==> src/rtl/fpu_sched_pkg.sv <==
// Shared definitions for the FMA issue scheduler: op codes and the tagged result record.
package fpu_sched_pkg;

  localparam logic [1:0] OP_MADD  = 2'b00;  // a*b+c
  localparam logic [1:0] OP_MSUB  = 2'b01;  // a*b-c
  localparam logic [1:0] OP_NMADD = 2'b10;  // -(a*b)+c
  localparam logic [1:0] OP_NMSUB = 2'b11;  // -(a*b)-c

  localparam int unsigned RSP_TAG_W = 8;

  typedef struct packed {
    logic [RSP_TAG_W-1:0] tag;
    logic [31:0]          data;
  } tagged_res_t;

endpackage

==> src/rtl/fma_rsp_fifo.sv <==
// In-order synchronous response FIFO; the head entry is presented straight from the storage registers.
module fma_rsp_fifo #(
  parameter int unsigned W     = 34,
  parameter int unsigned DEPTH = 8
) (
  input  logic         clk,
  input  logic         rst,
  input  logic         push,
  input  logic [W-1:0] wdata,
  input  logic         pop,
  output logic [W-1:0] rdata,
  output logic         full,
  output logic         empty
);

  localparam int unsigned AW = (DEPTH > 1) ? $clog2(DEPTH) : 1;
  localparam int unsigned CW = $clog2(DEPTH + 1);

  logic [W-1:0]  mem_r [DEPTH];
  logic [AW-1:0] wr_ptr_r;
  logic [AW-1:0] rd_ptr_r;
  logic [CW-1:0] count_r;
  logic          do_push_s;
  logic          do_pop_s;

  function automatic logic [AW-1:0] next_ptr(input logic [AW-1:0] p);
    if (p == AW'(DEPTH - 1)) begin
      next_ptr = '0;
    end else begin
      next_ptr = p + AW'(1);
    end
  endfunction

  assign full  = (count_r == CW'(DEPTH));
  assign empty = (count_r == '0);
  assign rdata = mem_r[rd_ptr_r];

  // qualify push/pop against the flags
  always_comb begin
    do_push_s = push & ~full;
    do_pop_s  = pop & ~empty;
  end

  // pointers and occupancy
  always_ff @(posedge clk) begin
    if (rst) begin
      wr_ptr_r <= '0;
      rd_ptr_r <= '0;
      count_r  <= '0;
    end else begin
      if (do_push_s) wr_ptr_r <= next_ptr(wr_ptr_r);
      if (do_pop_s)  rd_ptr_r <= next_ptr(rd_ptr_r);
      case ({do_push_s, do_pop_s})
        2'b10:   count_r <= count_r + CW'(1);
        2'b01:   count_r <= count_r - CW'(1);
        default: count_r <= count_r;
      endcase
    end
  end

  // storage array
  always_ff @(posedge clk) begin
    if (do_push_s) mem_r[wr_ptr_r] <= wdata;
  end

endmodule

==> src/rtl/fma_rsp_fifo_chk.sv <==
// Checker for the response FIFO: the credit counter must make a push into a full FIFO impossible.
module fma_rsp_fifo_chk (
  input logic clk,
  input logic rst,
  input logic push,
  input logic full
);

  a_no_overflow: assert property (@(posedge clk) disable iff (rst) !(push && full));

endmodule

==> src/rtl/fma_issue_sched.sv <==
// Round-robin issue scheduler for the shared FMA datapath with owner-tag tracking and a
// credit-protected in-order response FIFO.
module fma_issue_sched
  import fpu_sched_pkg::*;
#(
  parameter int unsigned NREQ  = 4,
  parameter int unsigned LAT   = 4,
  parameter int unsigned DEPTH = 8,
  localparam int unsigned TW   = $clog2(NREQ)
) (
  input  logic              clk,
  input  logic              rst,
  input  logic [NREQ-1:0]   req_valid,
  output logic [NREQ-1:0]   req_ready,
  input  logic [NREQ*32-1:0] req_a,
  input  logic [NREQ*32-1:0] req_b,
  input  logic [NREQ*32-1:0] req_c,
  input  logic [NREQ*2-1:0] req_op,
  output logic              fma_valid,
  output logic [31:0]       fma_a,
  output logic [31:0]       fma_b,
  output logic [31:0]       fma_c,
  output logic [1:0]        fma_op,
  input  logic [31:0]       fma_res,
  output logic              rsp_valid,
  output logic [TW-1:0]     rsp_tag,
  output logic [31:0]       rsp_data,
  input  logic              rsp_ready
);

  localparam int unsigned CW = $clog2(DEPTH + 1);

  logic [CW-1:0]  cnt_r;
  logic [TW-1:0]  rr_r;
  logic [TW-1:0]  grant_s;
  logic [TW-1:0]  idx_s;
  logic           grant_any_s;
  logic           credit_ok_s;
  logic           accept_s;
  logic           pop_s;
  logic [TW-1:0]  issue_tag_r;
  logic           pipe_vld_r [LAT];
  logic [TW-1:0]  pipe_tag_r [LAT];
  logic [TW+31:0] fifo_wdata_s;
  logic [TW+31:0] fifo_rdata_s;
  logic           fifo_full_s;
  logic           fifo_empty_s;

  // round-robin search, scanned from the farthest offset so the lane nearest rr wins
  always_comb begin
    grant_s     = '0;
    grant_any_s = 1'b0;
    idx_s       = '0;
    for (int k = int'(NREQ) - 1; k >= 0; k--) begin
      idx_s = rr_r + TW'(k);
      if (req_valid[idx_s]) begin
        grant_s     = idx_s;
        grant_any_s = 1'b1;
      end else begin
        grant_s     = grant_s;
        grant_any_s = grant_any_s;
      end
    end
  end

  // credit gate and handshake decode; reset holds every ready low
  always_comb begin
    credit_ok_s = (cnt_r < CW'(DEPTH)) && !rst;
    if (grant_any_s && credit_ok_s) begin
      req_ready = {{(NREQ-1){1'b0}}, 1'b1} << grant_s;
    end else begin
      req_ready = '0;
    end
    accept_s = |(req_valid & req_ready);
    pop_s    = rsp_valid & rsp_ready;
  end

  // credit counter: in-flight plus queued results
  always_ff @(posedge clk) begin
    if (rst) begin
      cnt_r <= '0;
    end else begin
      case ({accept_s, pop_s})
        2'b10:   cnt_r <= cnt_r + CW'(1);
        2'b01:   cnt_r <= cnt_r - CW'(1);
        default: cnt_r <= cnt_r;
      endcase
    end
  end

  // round-robin pointer
  always_ff @(posedge clk) begin
    if (rst) begin
      rr_r <= '0;
    end else if (accept_s) begin
      rr_r <= grant_s + TW'(1);
    end
  end

  // issue register; operands hold between issues
  always_ff @(posedge clk) begin
    if (rst) begin
      fma_valid   <= 1'b0;
      fma_a       <= 32'd0;
      fma_b       <= 32'd0;
      fma_c       <= 32'd0;
      fma_op      <= 2'b00;
      issue_tag_r <= '0;
    end else if (accept_s) begin
      fma_valid   <= 1'b1;
      fma_a       <= req_a[{grant_s, 5'd0} +: 32];
      fma_b       <= req_b[{grant_s, 5'd0} +: 32];
      fma_c       <= req_c[{grant_s, 5'd0} +: 32];
      fma_op      <= req_op[{grant_s, 1'b0} +: 2];
      issue_tag_r <= grant_s;
    end else begin
      fma_valid   <= 1'b0;
    end
  end

  // tag pipe shadows the datapath so the tail lines up with fma_res
  always_ff @(posedge clk) begin
    if (rst) begin
      for (int k = 0; k < int'(LAT); k++) begin
        pipe_vld_r[k] <= 1'b0;
        pipe_tag_r[k] <= '0;
      end
    end else begin
      pipe_vld_r[0] <= fma_valid;
      pipe_tag_r[0] <= issue_tag_r;
      for (int k = 1; k < int'(LAT); k++) begin
        pipe_vld_r[k] <= pipe_vld_r[k-1];
        pipe_tag_r[k] <= pipe_tag_r[k-1];
      end
    end
  end

  assign fifo_wdata_s = {pipe_tag_r[LAT-1], fma_res};

  fma_rsp_fifo #(
    .W     (TW + 32),
    .DEPTH (DEPTH)
  ) u_rsp_fifo (
    .clk   (clk),
    .rst   (rst),
    .push  (pipe_vld_r[LAT-1]),
    .wdata (fifo_wdata_s),
    .pop   (pop_s),
    .rdata (fifo_rdata_s),
    .full  (fifo_full_s),
    .empty (fifo_empty_s)
  );

  fma_rsp_fifo_chk u_rsp_fifo_chk (
    .clk  (clk),
    .rst  (rst),
    .push (pipe_vld_r[LAT-1]),
    .full (fifo_full_s)
  );

  assign rsp_valid = !fifo_empty_s;
  assign rsp_tag   = fifo_rdata_s[TW+31:32];
  assign rsp_data  = fifo_rdata_s[31:0];

endmodule

==> config.mk <==
export PLATFORM = sky130hd
export DESIGN_NAME = fma_issue_sched
export DESIGN_NICKNAME = d
export VERILOG_FILES = /design/src/rtl/fpu_sched_pkg.sv /design/src/rtl/fma_rsp_fifo.sv /design/src/rtl/fma_rsp_fifo_chk.sv /design/src/rtl/fma_issue_sched.sv
export SDC_FILE = /design/constraint.sdc
export NUM_CORES = 1
export LEC_CHECK = 0
export BUFFER_PORTS_ARGS = -buffer_cell sky130_fd_sc_hd__buf_2
export CAP_MARGIN = 20
export CORE_AREA = 2 2 223 225
export CTS_CLUSTER_DIAMETER = 30
export DETAILED_ROUTE_END_ITERATION = 8
export DIE_AREA = 0 0 225 227
export PLACE_DENSITY = 0.76
export SYNTH_ARGS = -nofsm -noshare
export SYNTH_HDL_FRONTEND = slang
export SYNTH_SLANG_ARGS = --single-unit
==> constraint.sdc <==
create_clock -name clk -period 4.05 [get_ports clk]
set_input_delay 0.405 -clock clk [delete_from_list [all_inputs] [get_ports clk]]
set_output_delay 0.405 -clock clk [all_outputs]
set_load 0.01 [all_outputs]
==> impl_results.md, run 1 <==
* Status: complete, no violations
* Vias post-DR at ~17k
* I/O pins at roughly 570
* Synth Area in Compound Gates at 16.1%
* DRT iter0 DRCs at between 1.5k and 2k
* CP Max Fanout at 38
* Max cap viols at 0
* Final Hold Vio Count at 0
* Req. time, crit path at between 3000 and 4000 ps
* Post-synth EDFFs at approximately 270
* Hold Crit Class: input port to flop
* Setup CP Type: flop to output port
* CP Capture Type: output port
* Gate Count Post-Synth at 1597
* Largest family of logic cells by synthesized area: compound AO/OA/AOI/OAI gates
* Worst slew pin tran at 1150 ps
* Mapped Area at about 19000 µm²
* Fillers at approximately 4.2k
* Share of layout cells above drive strength 1 at 39.2%
* R2R setup slack at ~1200 ps
* Critical R2R Capture: u_rsp_fifo.count_r[3]
* Die ar. at about 51000 µm²
* Clock-pin slew on the worst setup and hold paths at about 50 ps
* Post-layout minimum cycle time at roughly 3200 ps
* Hold-fix buffers, CTS at 0
* Total global-route track usage at slightly below 30%
* Min-delay src: req_a[19]
* Final ANT Viol Nets at 0
* # setup viols final at 0
* Post-layout power at roughly 0.013 W
* CP cell instances: buf_12 -> mux4_2 -> mux2_2 -> buf_2
* H-tree depth at 3
* Pwr dens at 521 nW/µm²
* Sequential fraction of the synthesis area at 56.8%
* Initial antenna violation count at 36
* Post-Synth Adder-Cell Area at 0.867%
* Synth area leaders: edfxtp_1 43%, dfxtp_1 14%, mux4_2 8.0%
* Yosys top cell by area: edfxtp_1
* Clk_lat worst skew at roughly 600 ps
* Gr ovfl total at 0
* Post-synthesis average cell area at between 10 and 15 µm²
* Vias in the first global route at 16.7k
* Setup TNS at 0 ps
* CTS max path bufs at 3
* CP endpoint: rsp_data[4]
* # DRC at 0
* Synth unique cells at 48
* Max Transition Viols Final at 0
* Vias/cell at 5.93
* Sink Count at ~400
* Width of the die at 225 µm
* Worst r2r path cells at 9
* Router iterations before antenna repair at 7
* DIE HEIGHT at 227 µm
* Yosys warns at 0
* CP max-delay cell: dfxtp_4
* TritonCTS buffer count at 83
* Unrepaired setup endpoints after global routing: no
* CTS tree: yes
* Root Buffer: clkbuf_16
* Total wire length at approximately 78000 µm
* First-pass GRT wire length at 110000 µm
* Worst setup SP type: flop
* Total core area at 48500 µm²
* Critical Path Max Stage Delay at 760 ps
* Post_cts resized at 0
* XOR/XNOR Fraction of Synth Area at less than 1%
* WP data arrival at between 2000 and 3000 ps
* Leakage at 9.95 nW
* Top cells by count, synth: 272 x edfxtp_1, 208 x nand2_1, 196 x a211oi_1
* Fmax achieved at slightly above 0.3 GHz
* Syn-to-layout area delta at 32.1%
* DR WL/cell at around 27 µm
* Simple-gate share of the synthesized area at approximately 11%
* Main synth FF type: edfxtp_1
* Final Cycle Share at about four fifths
* PortBufs at between 500 and 600
* Rel. slew slack at between 20 and 25%
* Mux contribution to synthesized area at between 10% and 20%
* R2R Path Start: u_rsp_fifo.count_r[0]
* Setup bufs post-CTS at 0
* Final #Nets at between 2k and 3k
* Syn_nets at ~2.0k
* Detailed-placement wirelength estimate at between 50000 and 60000 µm
* Routability cong. at approximately 1.0
* FFs w/ async S/R, synth at 0%
* Largest net degree at the start of global routing at about 110
* Clock Skew at roughly 44 ps
* # rows at ~80
* Most frequent cell after synthesis: edfxtp_1
* Peak VDD IR at 275 µV
* Initial Util at roughly 39%
* Synth Register Bits at between 400 and 500
* Top cell type's share of synthesized area at between 40% and 50%
[cells by family (layout without fill, tap and decap cells)]
logic type,Yosys count,after routing
mux,109,109
fa+ha+maj,12,12
flops,404,404
xor+xnor,4,4
other cells,0,25
compound gates,422,422
simple gates,466,466
buf+inv,180,759
[worst min path at each step]
stage                                    to  slack [ps]  cells after the start
detailed placement         pipe_tag_r[3][0]         430                      1
global placement              pipe_vld_r[2]         420                      1
global route        u_rsp_fifo.mem_r[3][11]          30                      1
floorplan                  pipe_tag_r[1][0]         410                      1
finish                            fma_a[19]          60                      3
CTS                  u_rsp_fifo.mem_r[2][7]          20                      1
[registers in the layout, summed over array words and instances (netlist names), named ones only]
signal,count
cnt_r,4
fma_a,32
fma_b,32
fma_c,32
fma_op,2
fma_valid,1
issue_tag_r,2
pipe_tag_r,8
pipe_vld_r,4
rr_r,2
u_rsp_fifo.count_r,4
u_rsp_fifo.mem_r,272
u_rsp_fifo.rd_ptr_r,3
u_rsp_fifo.wr_ptr_r,3
[metrics by stage]
stage | area [µm²] | hold slack [ps] | instances | utilization, % | setup WS, ps
5_1_grt | 25100 | 31.3 | 2816 | 51.8 | 627
4_1_cts | 25100 | 23.5 | 2798 | 51.7 | 729
3_3_place_gp | 22200 | 418 | 2649 | 45.7 | 950
2_1_floorplan | 19000 | 414 | 1597 | - | 325
6_report | 25100 | 61.8 | 2823 | 51.8 | 833
3_5_place_dp | 22200 | 426 | 2649 | 45.7 | 935
[layer usage]
| metal | GRT usage (%) | wire length, µm | part of all wire, % | vias up |
|---|---|---|---|---|
| met5 | 1.52 | 206 | 0.27 | - |
| met3 | 10.3 | 8060 | 10 | 259 |
| li1 | - | - | - | 7245 |
| met4 | 17.2 | 4650 | 6.0 | 18 |
| met1 | 35.1 | 28400 | 37 | 8198 |
| met2 | 46.9 | 36300 | 47 | 1030 |
[worst max-delay path: cells and delay by family (launching register included)]
family | cells | cell delay, ps
buffers and inverters | 2 | 530
flip-flops | 1 | 760
multiplexers | 2 | 870
[power breakdown]
group	switching (W)	total (W)	internal, W
Combinational	0.000966	0.00154	0.000571
Clock	0.00226	0.00691	0.00465
Sequential	0.000108	0.00464	0.00454
[cell type report]
class	count	area [µm²]	area share, %
sequential	404	10800	43.0
tap	622	778	3.09
clock inverter	44	664	2.64
antenna	25	62.6	0.249
multi-input combinational	1013	7430	29.5
clock buffer	105	2210	8.79
inverter	12	48.8	0.194
timing repair buffer	598	3140	12.5
[layout by cell type, fill, tap and decap left out, drive strengths merged, types with 2 or more instances in the layout]
cell,netlist,routed
buf,62,598
edfxtp,272,272
nand2,208,208
a211oi,197,197
dfxtp,132,132
nor2,125,125
clkbuf,106,105
o21ai,100,100
a311oi,99,99
and3,98,98
mux4,68,68
mux2,36,36
diode,0,25
clkinv,0,23
inv,12,19
nor2b,15,15
a21oi,13,13
bufinv,0,12
ha,10,10
nor3,6,6
mux2i,5,5
a21o,5,5
nand2b,4,4
xor2,4,4
nand3,2,2
or3,2,2
fa,2,2
clkinvlp,0,2
or2,2,2
No activity file was read; power rests on OpenSTA's default activity.
==> inputs of run 2 (changes only) <==
- clock period: 4.05 -> 2.7 ns (I/O delays scaled with it)
==> impl_results.md, run 2 (synthesis results as in run 1) <==
* Router iterations before antenna repair at 6 (-1)
* Max Transition Viols Final at 0 (unchanged)
* Max cap viols at 0 (unchanged)
* Critical Path Max Stage Delay at 620 ps (-140 ps)
* Total wire length at 82200 µm (+5.9%)
* Setup CP Type: flop to flop
* I/O pins at 569 (unchanged)
* Final #Nets at 2798 (+9.5%)
* Detailed-placement wirelength estimate at 55700 µm (+4.3%)
* Unrepaired setup endpoints after global routing: no
* CP Depth at 7 (+3)
* PortBufs at 568 (unchanged)
* Placed cells at 2684 (+1.3%)
* Sink Count at 404 (unchanged)
* GR peak layer: met2
* Status: complete, no violations
* TritonCTS buffer count at 82 (-1.2%)
* CP Capture Type: flop
* CTS max path bufs at 3 (unchanged)
* CP endpoint: fma_a[15]
* Width of the die at 225 µm (unchanged)
* FF+latch area at 10800 µm² (about the same)
* CP Buf/Inv Count at 4 (+2)
* H-tree depth at 3 (unchanged)
* Met3 GRT Util at 9.42% (-0.88 points)
* Rel. slew slack at 39.7% (+17 points)
* # DRC at 0 (unchanged)
* Clk_lat worst skew at 610 ps (about the same)
* Hold Crit Class: input port to flop
* Worst setup SP type: flop
* CP max-delay cell: dlygate4sd3_1
* CP Max Fanout at 72 (+89%)
* Routability cong. at 0.968 (-4.5%)
* Vias post-DR at 18.1k (+8.2%)
* Setup TNS at 0 ps (unchanged)
* Initial antenna violation count at 29 (-19%)
* Most common cell after layout, fill and taps aside: buf_2
* Worst slew pin tran at 905 ps (-249 ps)
* Share of layout cells above drive strength 1 at 37.3% (-1.9 points)
* Most frequent cells in the layout: 566 x buf_2, 272 x edfxtp_1, 208 x nand2_1
* Clock-pin slew on the worst setup and hold paths at 40 ps (about the same)
* R2R Path Start: rr_r[0]
* Root Buffer: clkbuf_16
* Clock Skew at 28.3 ps (-15.7 ps)
* # rows at 81 (unchanged)
* Initial Util at 39.2% (unchanged)
* Syn-to-layout area delta at 45.4%
* First-pass GRT wire length at 116000 µm (+5.3%)
* Post-layout minimum cycle time at between 2000 and 3000 ps
* Total core area at 48500 µm² (unchanged)
* Critical path startpoint: rr_r[0]
* Largest register FFs at 272 (unchanged)
* Fillers at 3814 (-9.2%)
* DR WL/cell at 26.9 µm (-2.2%)
* Met1 Usage GRT at 36.7% (+1.6 points)
* Req. time, crit path at 3180 ps (-460 ps)
* Die ar. at 51100 µm² (unchanged)
* Gr ovfl total at 0 (unchanged)
* DIE HEIGHT at 227 µm (unchanged)
* M2 GR Usage at 51.2% (+4.3 points)
* Largest net degree at the start of global routing at 109 (+3.8%)
* Final Hold Vio Count at 0 (unchanged)
* Total global-route track usage at 31.0% (+1.3 points)
* CP cell instances: clkinv_2 -> buf_4 -> o21ai_4 -> buf_12 -> a211oi_1 -> a311oi_1 -> dlygate4sd3_1
* Hold slack at 28.1 ps (-33.8 ps)
* Critical R2R Capture: fma_a[15]
* Leakage at 11.1 nW (+11%)
* DRT iter0 DRCs at 2045 (+34%)
* Non-filler cells, final at 3058 (+8.3%)
* # setup viols final at 0 (unchanged)
* Register bank with the most flops: u_rsp_fifo.mem_r
* Peak VDD IR at 434 µV (+58%)
* Multi-input logic area at 7450 µm² (+0.29%)
* WP data arrival at 3100 ps (+290 ps)
* Vias/cell at 5.93 (-0.11%)
* Critical path's top delay family: buffers and inverters
* Pwr dens at 720 nW/µm² (+38%)
* Fmax achieved at 0.382 GHz
* R2R setup slack at 80 ps (-1150 ps)
* Final Cycle Share at a little over nine tenths
* CTS tree: yes
* Worst r2r path cells at 7 (-2)
* Final ANT Viol Nets at 0 (unchanged)
* Vias in the first global route at 17.7k (+6.2%)
-- run 2: cell count changes in the layout (fill, tap and decap cells not counted), sizes merged --
cell,previous run,this run
bufinv,12,9
dlygate4sd3,0,204
clkinv,23,24
buf,598,637
inv,19,22
clkinvlp,2,5
diode,25,16
clkbuf,105,101
a21o,5,6
-- run 2: cell type report --
class | count | area share (%)
inverter | 12 | 0.176
sequential | 404 | 39.1
tap | 622 | 2.81
clock inverter | 48 | 2.34
antenna | 16 | 0.145
multi-input combinational | 1014 | 26.9
clock buffer | 101 | 7.89
timing repair buffer | 841 | 20.7
-- run 2: repair_timing --
action | CTS | global route
endpoints found under the hold margin | 350 | 0
hold buffers | 204 | 0
pin swaps | 0 | 1
resized for setup | 1 | 3
setup buffers | 4 | 0
setup endpoints to repair | 6 | 3
cloned | 0 | 1
-- run 2: worst reg2reg max path: cells and delay by family (launching register included) --
| kind | cells | cell delay (ps) |
|---|---|---|
| buffers and inverters | 4 | 1320 |
| AOI/OAI and AO/OA | 3 | 820 |
| DFF | 1 | 360 |
-- run 2: per-layer routing --
metal | wire (µm) | vias to the layer above
li1 | - | 7716
met1 | 30000 | 8825
met2 | 39700 | 1247
met3 | 7920 | 327
met4 | 4510 | 10
met5 | 60 | -
-- run 2: stage by stage --
stage / total power (W) / setup WS [ps] / area (µm²) / utilization, %
floorplan: 0.00829 / -766 / 19100 / -
global placement: 0.00942 / 106 / 22700 / 46.8
detailed placement: 0.00945 / 74.4 / 22700 / 46.8
CTS: 0.0199 / 65.7 / 27600 / 56.9
global route: 0.0205 / 14.4 / 27700 / 57.0
finish: 0.0199 / 79.8 / 27700 / 57.0
-- run 2: power breakdown --
part,total [W],switching [W],internal [W]
clock network,0.0102,0.00354,0.00669
registers,0.00697,0.000166,0.00680
logic,0.00274,0.00157,0.00117
total,0.0199,0.00527,0.0147
-- run 2: worst min path at each step --
stage               cells after the start                     end  slack [ps]          start
finish                                  3               fma_b[14]          30      req_b[78]
global route                            3               fma_a[17]           7      req_a[17]
CTS                                     3               fma_a[17]        0.04      req_a[17]
detailed placement                      1           pipe_vld_r[2]         430  pipe_vld_r[1]
global placement                        1           pipe_vld_r[1]         420  pipe_vld_r[0]
floorplan                               0  u_rsp_fifo.mem_r[0][0]         370     fma_res[0]
==> inputs of run 3 (changes only) <==
- GPL_ROUTABILITY_DRIVEN: unset -> 0
- PLACE_DENSITY: 0.76 -> 0.66
==> impl_results.md, run 3 (synthesis results as in run 1) <==
* TritonCTS buffer count at 92 (+12%)
* Worst slew pin tran at 989 ps (+84.6 ps)
* Width of the die at 225 µm (unchanged)
* Unrepaired setup endpoints after global routing: no
* Clock Skew at 26.6 ps (-1.69 ps)
* DIE HEIGHT at 227 µm (unchanged)
* Final Cycle Share at 98.0% (+1.0 points)
* Util after Layout at 57.8% (+0.73 points)
* Cell Area, Placed at 22600 µm² (-0.40%)
* Hold Path Stages at 3 (unchanged)
* Finished layout cell area at 28000 µm² (+1.3%)
* Critical Path Max Stage Delay at 710 ps (+90 ps)
* Sink Count at 404 (unchanged)
* Largest register FFs at 272 (unchanged)
* WP data arrival at 3130 ps (+30 ps)
* Clock Power Share at 54.0% (+2.7 points)
* CTS tree: yes
* I/O pins at 569 (unchanged)
* Final #Nets at 2797 (-0.036%)
* Clk_lat worst skew at 610 ps (about the same)
* Vias post-DR at 18.0k (-0.44%)
* H-tree depth at 3 (unchanged)
* # DRC at 0 (unchanged)
* Final ANT Viol Nets at 0 (unchanged)
* Die ar. at 51100 µm² (unchanged)
* CP cell instances: buf_2 -> buf_4 -> o21a_4 -> buf_12 -> a211oi_1 -> a211oi_1 -> a311oi_1 -> dlygate4sd3_1
* Final Hold Vio Count at 0 (unchanged)
* CP Buf/Inv Count at 4 (unchanged)
* Max Transition Viols Final at 0 (unchanged)
* Total global-route track usage at 29.6% (-1.4 points)
* Total core area at 48500 µm² (unchanged)
* P_sw at 0.00532 W (+0.87%)
* Peak VDD IR at 460 µV (+6.0%)
* Pint at 0.0158 W (+7.6%)
* Worst setup SP type: input port
* CP Depth at 8 (+1)
* Status: complete, no violations
* Rel. slew slack at 34.0% (-5.6 points)
* Total wire length at 77300 µm (-6.0%)
* Leakage at 11.3 nW (+2.1%)
* Clock-pin slew on the worst setup and hold paths at 40 ps (about the same)
* # setup viols final at 0 (unchanged)
* Seq pwr share at 33.0% (-2.0 points)
* Detailed-placement wirelength estimate at 50900 µm (-8.7%)
* First-pass GRT wire length at 113000 µm (-3.1%)
* Router iterations before antenna repair at 5 (-1)
* Max cap viols at 0 (unchanged)
* # rows at 81 (unchanged)
* Setup bufs post-CTS at 0 (-4)
* Vias in the first global route at 18.3k (+3.3%)
* CP Max Fanout at 105 (+46%)
* Worst r2r path cells at 7 (unchanged)
* Net Sw Frac at 25.2% (-1.2 points)
* Register bank with the most flops: u_rsp_fifo.mem_r
* PortBufs at 568 (unchanged)
* Syn-to-layout area delta at 47.3%
* Fmax achieved at 0.378 GHz (-1.0%)
* Comb pwr share at 12.9% (-0.8 points)
* CP max-delay cell: buf_4
* Req. time, crit path at 3180 ps (about the same)
* Vias/cell at 5.86 (-1.1%)
* DRT iter0 DRCs at 1747 (-15%)
* Initial Util at 39.2% (unchanged)
* Most common cell after layout, fill and taps aside: buf_2
* CTS max path bufs at 3 (unchanged)
* Hold Crit Class: input port to flop
* Gr ovfl total at 0 (unchanged)
* Largest net degree at the start of global routing at 109 (unchanged)
* Setup CP Type: input port to flop
* CP Capture Type: flop
* Critical path's top delay family: buffers and inverters
* Pwr dens at 752 nW/µm² (+4.5%)
* Setup TNS at 0 ps (unchanged)
* Cell mode on critical path: a211oi_1
* Post-layout minimum cycle time at 2650 ps (+27.1 ps)
* Share of layout cells above drive strength 1 at 37.4% (+0.093 points)
* DR WL/cell at 25.1 µm (-6.6%)
* Most frequent cells in the layout: 566 x buf_2, 272 x edfxtp_1, 207 x nand2_1
* Root Buffer: clkbuf_16
* Initial antenna violation count at 31 (+6.9%)
## run 3: cell count changes in the layout (fill, tap and decap cells not counted), moves of 3 or more
cell / delta
clkbuf_16: +13
inv_6: +3
clkbuf_8: +4
clkinv_1: +4
buf_12: -3
diode_2: +11
clkinv_2: -3
buf_4: -11
## run 3: layout make-up
cell class                 count  area (µm²)
sequential                   404       10800
clock inverter                53         674
timing repair buffer         831        5650
multi-input combinational   1013        7440
fill                        3846       20500
inverter                      12        50.0
clock buffer                 117        2560
antenna                       27        67.6
tap                          622         778
## run 3: repair_timing
| item | CTS | global route |
|---|---|---|
| endpoints found under the hold margin | 354 | 0 |
| gates cloned | 1 | 0 |
| endpoints found under the setup margin | 1 | 31 |
| gates resized for setup | 1 | 5 |
| hold buffers | 206 | 0 |
## run 3: final timing paths
kind / from / endpoint / slack [ps]
worst max-delay path: req_valid[3] / fma_b[7] / 50
worst min-delay path: req_b[86] / fma_b[22] / 50
worst max register to register: rr_r[0] / fma_b[1] / 100
worst min register to register: pipe_tag_r[1][0] / pipe_tag_r[2][0] / 430
## run 3: worst register-to-register path, stage by stage (launching register included)
cell,delay (ps)
dfxtp_1,360
inv_4,250
o211a_4,470
buf_12,240
buf_4,200
o21ai_0,90
a311oi_1,280
dlygate4sd3_1,620
## run 3: routing by layer
layer	up-vias	wire (µm)	GRT usage, %
li1	7769	-	-
met5	-	41	0.664
met3	316	8110	10.5
met4	6	4920	17.2
met1	8774	28700	35.5
met2	1181	35600	46.4
## run 3: stage by stage
step | power, W | setup WS (ps) | std cells | hold WS, ps
after floorplan | 0.00829 | -766 | 1597 | 369
after global placement | 0.00935 | 117 | 2675 | 415
after detailed placement | 0.00939 | 41.9 | 2675 | 425
after CTS | 0.0211 | 8.15 | 3052 | 15.4
after global routing | 0.0217 | 0.884 | 3070 | 34.3
final | 0.0211 | 52.7 | 3079 | 46.4
## run 3: power groups by stage
stage / clock network [W] / logic [W] / registers [W]
finish: 0.0114 / 0.00273 / 0.00697
global placement: 0 / 0.00229 / 0.00706
CTS: 0.0115 / 0.00266 / 0.00696
floorplan: 0 / 0.00120 / 0.00708
global route: 0.0119 / 0.00290 / 0.00698
detailed placement: 0 / 0.00232 / 0.00706
